`config.mk`:
```
export PLATFORM = sky130hd
export DESIGN_NAME = next_block_sched
export DESIGN_NICKNAME = d
export VERILOG_FILES = /design/src/rtl/next_block_sched.sv
export SDC_FILE = /design/constraint.sdc
export NUM_CORES = 1
export LEC_CHECK = 0
export ABC_AREA = 0
export CAP_MARGIN = 25
export CORE_MARGIN = 3
export CORE_UTILIZATION = 53
export CTS_CLUSTER_DIAMETER = 50
export DETAILED_ROUTE_END_ITERATION = 12
export PLACE_DENSITY = 0.8
export SLEW_MARGIN = 25
export SYNTH_ARGS = -nofsm -noshare
export SYNTH_HDL_FRONTEND = slang
export SYNTH_SLANG_ARGS = --single-unit
```
`constraint.sdc`:
```
create_clock -name clk_i -period 5.55 [get_ports clk_i]
set_input_delay 0.555 -clock clk_i [delete_from_list [all_inputs] [get_ports clk_i]]
set_output_delay 0.555 -clock clk_i [all_outputs]
set_load 0.02 [all_outputs]
```
`src/rtl/next_block_sched.sv`:
```
`timescale 1ns/1ps
`default_nettype none
`ifndef TETRIS_COLORS_WIDTH
`define TETRIS_COLORS_WIDTH 3
`endif
`ifndef FIELD_COL_CNT_WIDTH
`define FIELD_COL_CNT_WIDTH 4
`endif
`ifndef FIELD_ROW_CNT_WIDTH
`define FIELD_ROW_CNT_WIDTH 5
`endif
// ============================================================================
// Module      : next_block_sched
// Description : Prefetch queue of upcoming pieces fed by a fixed-latency
//               generator, with one color-repeat reroll per slot.
// Revision    : 1.0 - initial release
// ============================================================================
module next_block_sched #(
    parameter int QUEUE_DEPTH = 3,
    parameter int GEN_LAT     = 3,
    parameter bit REROLL_EN   = 1'b1
) (
    input  logic                                   clk_i,
    input  logic                                   rst_i,
    input  logic                                   flush_i,
    output logic                                   gen_en_o,
    input  logic [63:0]                            gen_data_i,
    input  logic [`TETRIS_COLORS_WIDTH-1:0]        gen_color_i,
    input  logic [1:0]                             gen_rotation_i,
    input  logic signed [`FIELD_COL_CNT_WIDTH:0]   gen_x_i,
    input  logic signed [`FIELD_ROW_CNT_WIDTH:0]   gen_y_i,
    input  logic                                   block_req_i,
    output logic                                   block_valid_o,
    output logic [63:0]                            block_data_o,
    output logic [`TETRIS_COLORS_WIDTH-1:0]        block_color_o,
    output logic [1:0]                             block_rotation_o,
    output logic signed [`FIELD_COL_CNT_WIDTH:0]   block_x_o,
    output logic signed [`FIELD_ROW_CNT_WIDTH:0]   block_y_o,
    output logic [`TETRIS_COLORS_WIDTH-1:0]        preview_color_o,
    output logic [2:0]                             fill_cnt_o
);

    localparam int CW     = `TETRIS_COLORS_WIDTH;
    localparam int XW     = `FIELD_COL_CNT_WIDTH + 1;
    localparam int YW     = `FIELD_ROW_CNT_WIDTH + 1;
    localparam int WAIT_W = $clog2(GEN_LAT + 1);

    typedef enum logic [1:0] {
        S_IDLE    = 2'd0,
        S_KICK    = 2'd1,
        S_WAIT    = 2'd2,
        S_CAPTURE = 2'd3
    } state_t;

    state_t              state_q;
    logic [WAIT_W-1:0]   wait_q;
    logic                reroll_q;
    logic                gen_en_q;

    logic [2:0]          fill_q, fill_d;
    logic [1:0]          head_q, head_d;
    logic [1:0]          tail_q, tail_d;

    logic [63:0]         data_q  [QUEUE_DEPTH];
    logic [CW-1:0]       color_q [QUEUE_DEPTH];
    logic [1:0]          rot_q   [QUEUE_DEPTH];
    logic signed [XW-1:0] x_q    [QUEUE_DEPTH];
    logic signed [YW-1:0] y_q    [QUEUE_DEPTH];

    logic                pop;
    logic                push;
    logic                match;
    logic [1:0]          tail_prev;

    function automatic logic [1:0] ptr_inc(input logic [1:0] p);
        return (p == 2'(QUEUE_DEPTH - 1)) ? 2'd0 : p + 2'd1;
    endfunction

    function automatic logic [1:0] ptr_dec(input logic [1:0] p);
        return (p == 2'd0) ? 2'(QUEUE_DEPTH - 1) : p - 2'd1;
    endfunction

    assign block_valid_o = (fill_q != 3'd0);
    assign pop           = block_req_i && block_valid_o;
    assign tail_prev     = ptr_dec(tail_q);
    assign match         = REROLL_EN && !reroll_q && block_valid_o &&
                           (gen_color_i == color_q[tail_prev]);
    assign push          = (state_q == S_CAPTURE) && !match &&
                           ((fill_q < 3'(QUEUE_DEPTH)) || pop);

    always_comb begin
        fill_d = fill_q;
        head_d = head_q;
        tail_d = tail_q;
        if (pop) begin
            head_d = ptr_inc(head_q);
        end
        if (push) begin
            tail_d = ptr_inc(tail_q);
        end
        case ({push, pop})
            2'b10:   fill_d = fill_q + 3'd1;
            2'b01:   fill_d = fill_q - 3'd1;
            default: fill_d = fill_q;
        endcase
        if (flush_i) begin
            fill_d = 3'd0;
            head_d = 2'd0;
            tail_d = 2'd0;
        end
    end

    always_ff @(posedge clk_i) begin
        if (rst_i) begin
            fill_q <= 3'd0;
            head_q <= 2'd0;
            tail_q <= 2'd0;
        end else begin
            fill_q <= fill_d;
            head_q <= head_d;
            tail_q <= tail_d;
        end
    end

    // Entry storage needs no reset: every read is gated by block_valid_o / fill_q.
    always_ff @(posedge clk_i) begin
        if (!rst_i && !flush_i && push) begin
            data_q[tail_q]  <= gen_data_i;
            color_q[tail_q] <= gen_color_i;
            rot_q[tail_q]   <= gen_rotation_i;
            x_q[tail_q]     <= gen_x_i;
            y_q[tail_q]     <= gen_y_i;
        end
    end

    // The wait counter already runs during KICK, so CAPTURE lands GEN_LAT cycles after the pulse.
    always_ff @(posedge clk_i) begin
        if (rst_i || flush_i) begin
            state_q  <= S_IDLE;
            wait_q   <= '0;
            reroll_q <= 1'b0;
            gen_en_q <= 1'b0;
        end else begin
            case (state_q)
                S_IDLE: begin
                    if (fill_q < 3'(QUEUE_DEPTH)) begin
                        state_q  <= S_KICK;
                        gen_en_q <= 1'b1;
                        wait_q   <= WAIT_W'(GEN_LAT - 1);
                    end
                end
                S_KICK: begin
                    gen_en_q <= 1'b0;
                    if (wait_q == '0) begin
                        state_q <= S_CAPTURE;
                    end else begin
                        wait_q  <= wait_q - 1'b1;
                        state_q <= S_WAIT;
                    end
                end
                S_WAIT: begin
                    if (wait_q == '0) begin
                        state_q <= S_CAPTURE;
                    end else begin
                        wait_q <= wait_q - 1'b1;
                    end
                end
                S_CAPTURE: begin
                    if (match) begin
                        reroll_q <= 1'b1;
                        state_q  <= S_KICK;
                        gen_en_q <= 1'b1;
                        wait_q   <= WAIT_W'(GEN_LAT - 1);
                    end else begin
                        reroll_q <= 1'b0;
                        state_q  <= S_IDLE;
                    end
                end
                default: state_q <= S_IDLE;
            endcase
        end
    end

    assign gen_en_o         = gen_en_q;
    assign fill_cnt_o       = fill_q;
    assign block_data_o     = block_valid_o ? data_q[head_q]  : '0;
    assign block_color_o    = block_valid_o ? color_q[head_q] : '0;
    assign block_rotation_o = block_valid_o ? rot_q[head_q]   : '0;
    assign block_x_o        = block_valid_o ? x_q[head_q]     : '0;
    assign block_y_o        = block_valid_o ? y_q[head_q]     : '0;
    assign preview_color_o  = (fill_q >= 3'd2) ? color_q[ptr_inc(head_q)] : '0;

endmodule
`default_nettype wire

```
-- Yosys cells after proc, flatten, opt, wreduce, memory -nomap -nowiden
Memories as Yosys holds them, arrays and structs flattened. A register that Yosys moved wholly into a read port is not among the register bits.
Index checks and enable logic that the tools add are counted.
- logic and storage cells: 91
- output and inout port bits: 88
- memories: 5
- bits in writable memories: 240
- flip-flop bits (word level): 13
- muxes and demuxes: 35
- reduce and logical (&&, ||, !) cells: 24
- $add $sub $neg: 6
- equality and inequality tests: 12
- $lt $le $gt $ge: 2
- memories (name ; depth ; bits a word ; read ports ; clocked after Yosys merged registers in ; write ports ; RTL line ; text):
    data_q ; 3 ; 64 ; 1 ; 1 ; 1 ; 64 ; logic [63:0] data_q [QUEUE_DEPTH];
    y_q ; 3 ; 6 ; 1 ; 1 ; 1 ; 68 ; logic signed [YW-1:0] y_q [QUEUE_DEPTH];
    x_q ; 3 ; 5 ; 1 ; 1 ; 1 ; 67 ; logic signed [XW-1:0] x_q [QUEUE_DEPTH];
    color_q ; 3 ; 3 ; 3 ; 1 ; 1 ; 65 ; logic [CW-1:0] color_q [QUEUE_DEPTH];
    rot_q ; 3 ; 2 ; 1 ; 1 ; 1 ; 66 ; logic [1:0] rot_q [QUEUE_DEPTH];
- operator list (operator ; number):
    $mux 64 ; 1
    $mux 2 ; 19
    $eq 2x2->1 const B ; 5
    $ne 2x2->1 const B ; 4
    $pmux 2 s4 ; 1
    $logic_and 1x1->1 ; 7
    $mux 1 ; 7
    $logic_not 2->1 ; 3
    $mux 3 ; 2
    $mux 6 ; 1
    $pmux 2 s3 ; 1
    $pmux 3 s2 ; 1
    $reduce_and 3->1 ; 2
    $reduce_bool 3->1 ; 2
    $mux 5 ; 1
    $add 2x1->2 const B ; 2
    $eq 2x1->1 const B ; 2
    $logic_not 1->1 ; 4
    $reduce_or 2->1 ; 2
    $sub 2x1->2 const B ; 2
    $add 3x1->3 const B ; 1
    $eq 3x3->1 ; 1
    $ge 3x2->1 const B ; 1
    $lt 3x2->1 const B ; 1
    other kinds (5) ; 6

-- Depth between registers and ports, before layout
An unclocked memory read counts as a cell.
- depth after elaboration: 11
- mapped depth: 11
- gate-level depth less buffers: 11

-- Worst setup path before layout
Ideal clock, no wire load.
- path type: register to register
- start point: reg tail_q[0]
- end point: mem color_q[0][0] in the netlist's numbering, enable pin
- buffers on the path: 0
- cell stages (with the launch flop): 8
- arrival time: 3.620 ns
- setup slack: 1.483 ns
- period minus slack after synthesis: 4.067 ns
- path through: dfxtp_1 > inv_1 > ha_1 > mux2_1 > mux2i_1 > xor2_1 > a21oi_1 > and3_1
- longest elaborated chain between the ends: 11
- ends and longest elaborated chain (element ; RTL line ; text):
    start: declaration ; 62 ; logic [1:0] tail_q, tail_d;
    start signal: assignment ; 121 ; tail_q <= tail_d;
    $sub 2x1->2 or $logic_not 2->1 (tied branches) ; 80 ; return (p == 2'd0) ? 2'(QUEUE_DEPTH - 1) : p - 2'd1;
    $mux 2 ; 80 ;
    $mem_v2 3x3 ; - ;
    $eq 3x3->1 ; 87 ; (gen_color_i == color_q[tail_prev]);
    $logic_and 1x1->1 ; 86 ; assign match = REROLL_EN && !reroll_q && block_valid_o &&
    $logic_not 1->1 ; 88 ; assign push = (state_q == S_CAPTURE) && !match &&
    $logic_and 1x1->1 (2 in series) ; 88 ;
    $logic_and 1x1->1 ; 127 ; if (!rst_i && !flush_i && push) begin
    $mux 1 ; 127 ;
    $mux 1 (not written as such) ; 129 ; color_q[tail_q] <= gen_color_i;
    end: declaration ; 65 ;
Parallel ways exist; a longest one is shown, timed or not.

==> flow_summary_export.csv <==
group,metric,value,unit
run_status,status,"completed",
floorplanning,dieArea,21040,um^2
route,drt_wl_total,20400,um
route,vias,6177,
synth,yosysUniqueCellTypes,37,
power,cellLeakagePower,4.262,nW
route,final_antenna_net_count,0,
job,cap_violations,0,
critical_path,r2r_cells,8,
synth,syn-num-nets,822,
power,ir_drop,0.2278,mV
sta,relSlewSlack,37.95,%
critical_path,crit_path_max_fanout,51,
sta,finalCriticalPeriod,3.612,ns
layout,drive_above_1_share,6.550,%
global_routing,grt-ovfl-total,0,
floorplanning,die_h,145.1,um
synth,yosysMostFrequentCell,"edfxtp_1",
synth,synth_edf_count,240,
synth,yosysSeqAreaShare,73.26,%
global_routing,grt_pass1_vias,6372,
worst_hold_path,worstHoldStart,"wait_q[0]$_SDFFE_PP0P_",
route,drcViolationCount,0,
synth,netlist.area_leader.share,70.33,%
clock_network,post_cts_buffers,0,
layout,finalNetCount,992,
sta,hold_viol,0,
critical_path,crit_chain,"buf_4 > mux2i_1 > nor2_1 > a21oi_1 > nor2_1 > clkdlybuf4s50_1",
global_routing,grt_max_degree,101,
synth,synth_area_per_cell,14.11,um^2
layout,insertedDiodeCount,0,
critical_path,crit_arrival,3.06,ns
sta,fmax,276.9,MHz
worst_hold_path,hold_path_depth,2,
power,p_per_area,299.8,nW/um^2
placed_design,dp_hpwl,12820,um
clock_network,numCtsBuffers,27,
sta,slew_violations,0,
layout,area_growth_syn_to_layout,28.35,%
placed_design,place_ws,2.177,ns
floorplanning,die-width,145.1,um
clock_network,cts_resized,0,
sta,tns,0,ns
placed_design,gp_congestion,0.8066,
clock_network,cts.clk_slew.worst_paths,0.06,ns
placed_design,io_buffer_count,171,
route,drtIter0Drc,305,
route,dr.pass1.iters,4,
critical_path,crit_top_cell,"nor2_1",
synth,synth_top_area_cell,"edfxtp_1",
route,avgRoutedWirePerCell,17.35,um
critical_path,timing.rr.start,"tail_q[0]$_SDFFE_PP0P_",
critical_path,rrSetupSlack,2.32,ns
synth,async_flop_share,0,%
floorplanning,row_count,50,
synth,yosys_warnings,0,
clock_network,clock_latency,0.51,ns
critical_path,rr_endpoint,"data_q[2][11]$_DFFE_PP_",
worst_hold_path,hp-class,"register to register",
layout,num-fill-cells,1307,
synth,ys.flop_type,"edfxtp_1",
critical_path,cp.required,4.99,ns
floorplanning,io-pin-count,172,
clock_network,tritoncts,"built",
synth,synthTopCellsByArea,"edfxtp_1, mux2i_1, nor2_1",
floorplanning,initial_core_util,54.42,%
synth,netlist_area,10250,um^2
sta,finalCritPeriodShare,65.08,%
synth,yosys-top-cells-count,"edfxtp_1, nor2_1, mux2i_1",
critical_path,endpoint_kind,"primary output",
global_routing,grt_pass1_wl,32890,um
sta,rsz0062_at_grt,"no",
route,via_per_inst,5.253,
critical_path,cp_slowest_cell,"dfxtp_4",
synth,ys_ff_latch,255,
critical_path,path_class,"register to primary output",
critical_path,start_kind,"register",
clock_network,clock-sinks,255,
sta,setup_ws,1.938,ns
global_routing,grt_use_total,19.21,%
synth,synth_cells,726,
layout,fin_util,69.85,%
worst_hold_path,hold_end,"wait_q[0]$_SDFFE_PP0P_",
floorplanning,core,18830,um^2
sta,finalSetupViolCount,0,
clock_network,ctsLongestPathBuffers,3,
clock_network,htreeDepth,1,
sta,worst_slew_pin_slew,0.9308,ns
clock_network,postCtsHoldBufs,0,
sta,finClkSkew,0.009327,ns
critical_path,slowest_delay,0.96,ns
clock_network,cts-root-buf,"clkbuf_16",
global_routing,antenna_found_initial,2,
-- through the flow --
step / instance area (um^2) / std cells / hold slack, ns / power (W)
2_1_floorplan: 10250 / 726 / 0.4312 / 0.002175
3_3_place_gp: 12200 / 1123 / 0.4404 / 0.002261
3_5_place_dp: 12270 / 1126 / 0.4598 / 0.002265
4_1_cts: 13130 / 1175 / 0.4679 / 0.003983
5_1_grt: 13150 / 1176 / 0.4976 / 0.004060
6_report: 13150 / 1176 / 0.4628 / 0.003943
-- metal layers --
| metal | up-vias | share of wire, % | GRT usage (%) |
|---|---|---|---|
| met5 | - | 0.16 | 0 |
| met4 | 4 | 1.6 | 4.938 |
| met3 | 33 | 6.3 | 3.779 |
| met2 | 193 | 49 | 33.15 |
| met1 | 2957 | 43 | 25.27 |
| li1 | 2990 | - | - |
-- sequential cells by signal, summed over array words and instances (netlist names), named ones only --
signal / flops
gen_en_o: 1
state_q: 2
x_q: 15
y_q: 18
color_q: 9
data_q: 192
fill_cnt_o: 3
rot_q: 6
tail_q: 2
wait_q: 2
head_q: 2
reroll_q: 1
-- placed cells by master (no fill, tap or decap), drive strengths merged, types with 2 or more instances in the layout --
cell,count
edfxtp,240
nor3,2
buf,9
nand3,2
and3,3
clkinv,7
clkbuf,32
xnor2,4
dfxtp,15
clkdlybuf4s50,171
o21ai,3
clkinvlp,4
ha,11
or3,2
nand2,12
o31ai,2
inv,13
nand2b,2
mux2i,95
nor2,177
bufinv,2
a21oi,93
-- layout make-up --
type                    count  area (um^2)  share of cell area [%]
inverters                   9        33.78                  0.2568
clock buffers              32        704.4                   5.356
well taps                 260        325.3                   2.473
multi-input cells         423         2581                   19.63
flip-flops and latches    255         7515                   57.13
repair buffers            180         1837                   13.96
clock inverters            17        156.4                   1.189
-- where the power goes --
part	internal [W]	switching, W
registers	0.00210	0.00000224
logic	0.0000678	0.0000507
clock network	0.00101	0.000712
-- logic make-up after synthesis --
family | Yosys count | synth area share (%)
compound gates | 105 | 5.653
xor+xnor | 5 | 0.4273
mux | 96 | 9.389
simple gates | 204 | 7.876
flops | 255 | 73.26
fa+ha+maj | 13 | 1.636
buf+inv | 48 | 1.758
-- worst max-delay path by stage --
stage	endpoint	cells past startpoint	from	slack (ns)
finish	block_data_o[42]	6	register	1.94
global route	block_data_o[29]	6	register	1.76
global placement	data_q[0][13]$_DFFE_PP_	6	gen_color_i[0]	2.15
floorplan	color_q[0][0]$_DFFE_PP_	7	tail_q[0]$_SDFFE_PP0P_	1.48
detailed placement	data_q[1][11]$_DFFE_PP_	7	gen_color_i[0]	2.18
CTS	block_data_o[30]	6	register	1.85
-- worst max-delay path, delay by kind of cell (launching register included) --
family / cells / cell delay [ns]
buf+inv: 2 / 0.99
mux: 1 / 0.23
flops: 1 / 0.96
simple gates: 2 / 0.12
compound gates: 1 / 0.21
No activity file was read; power rests on OpenSTA's default activity.
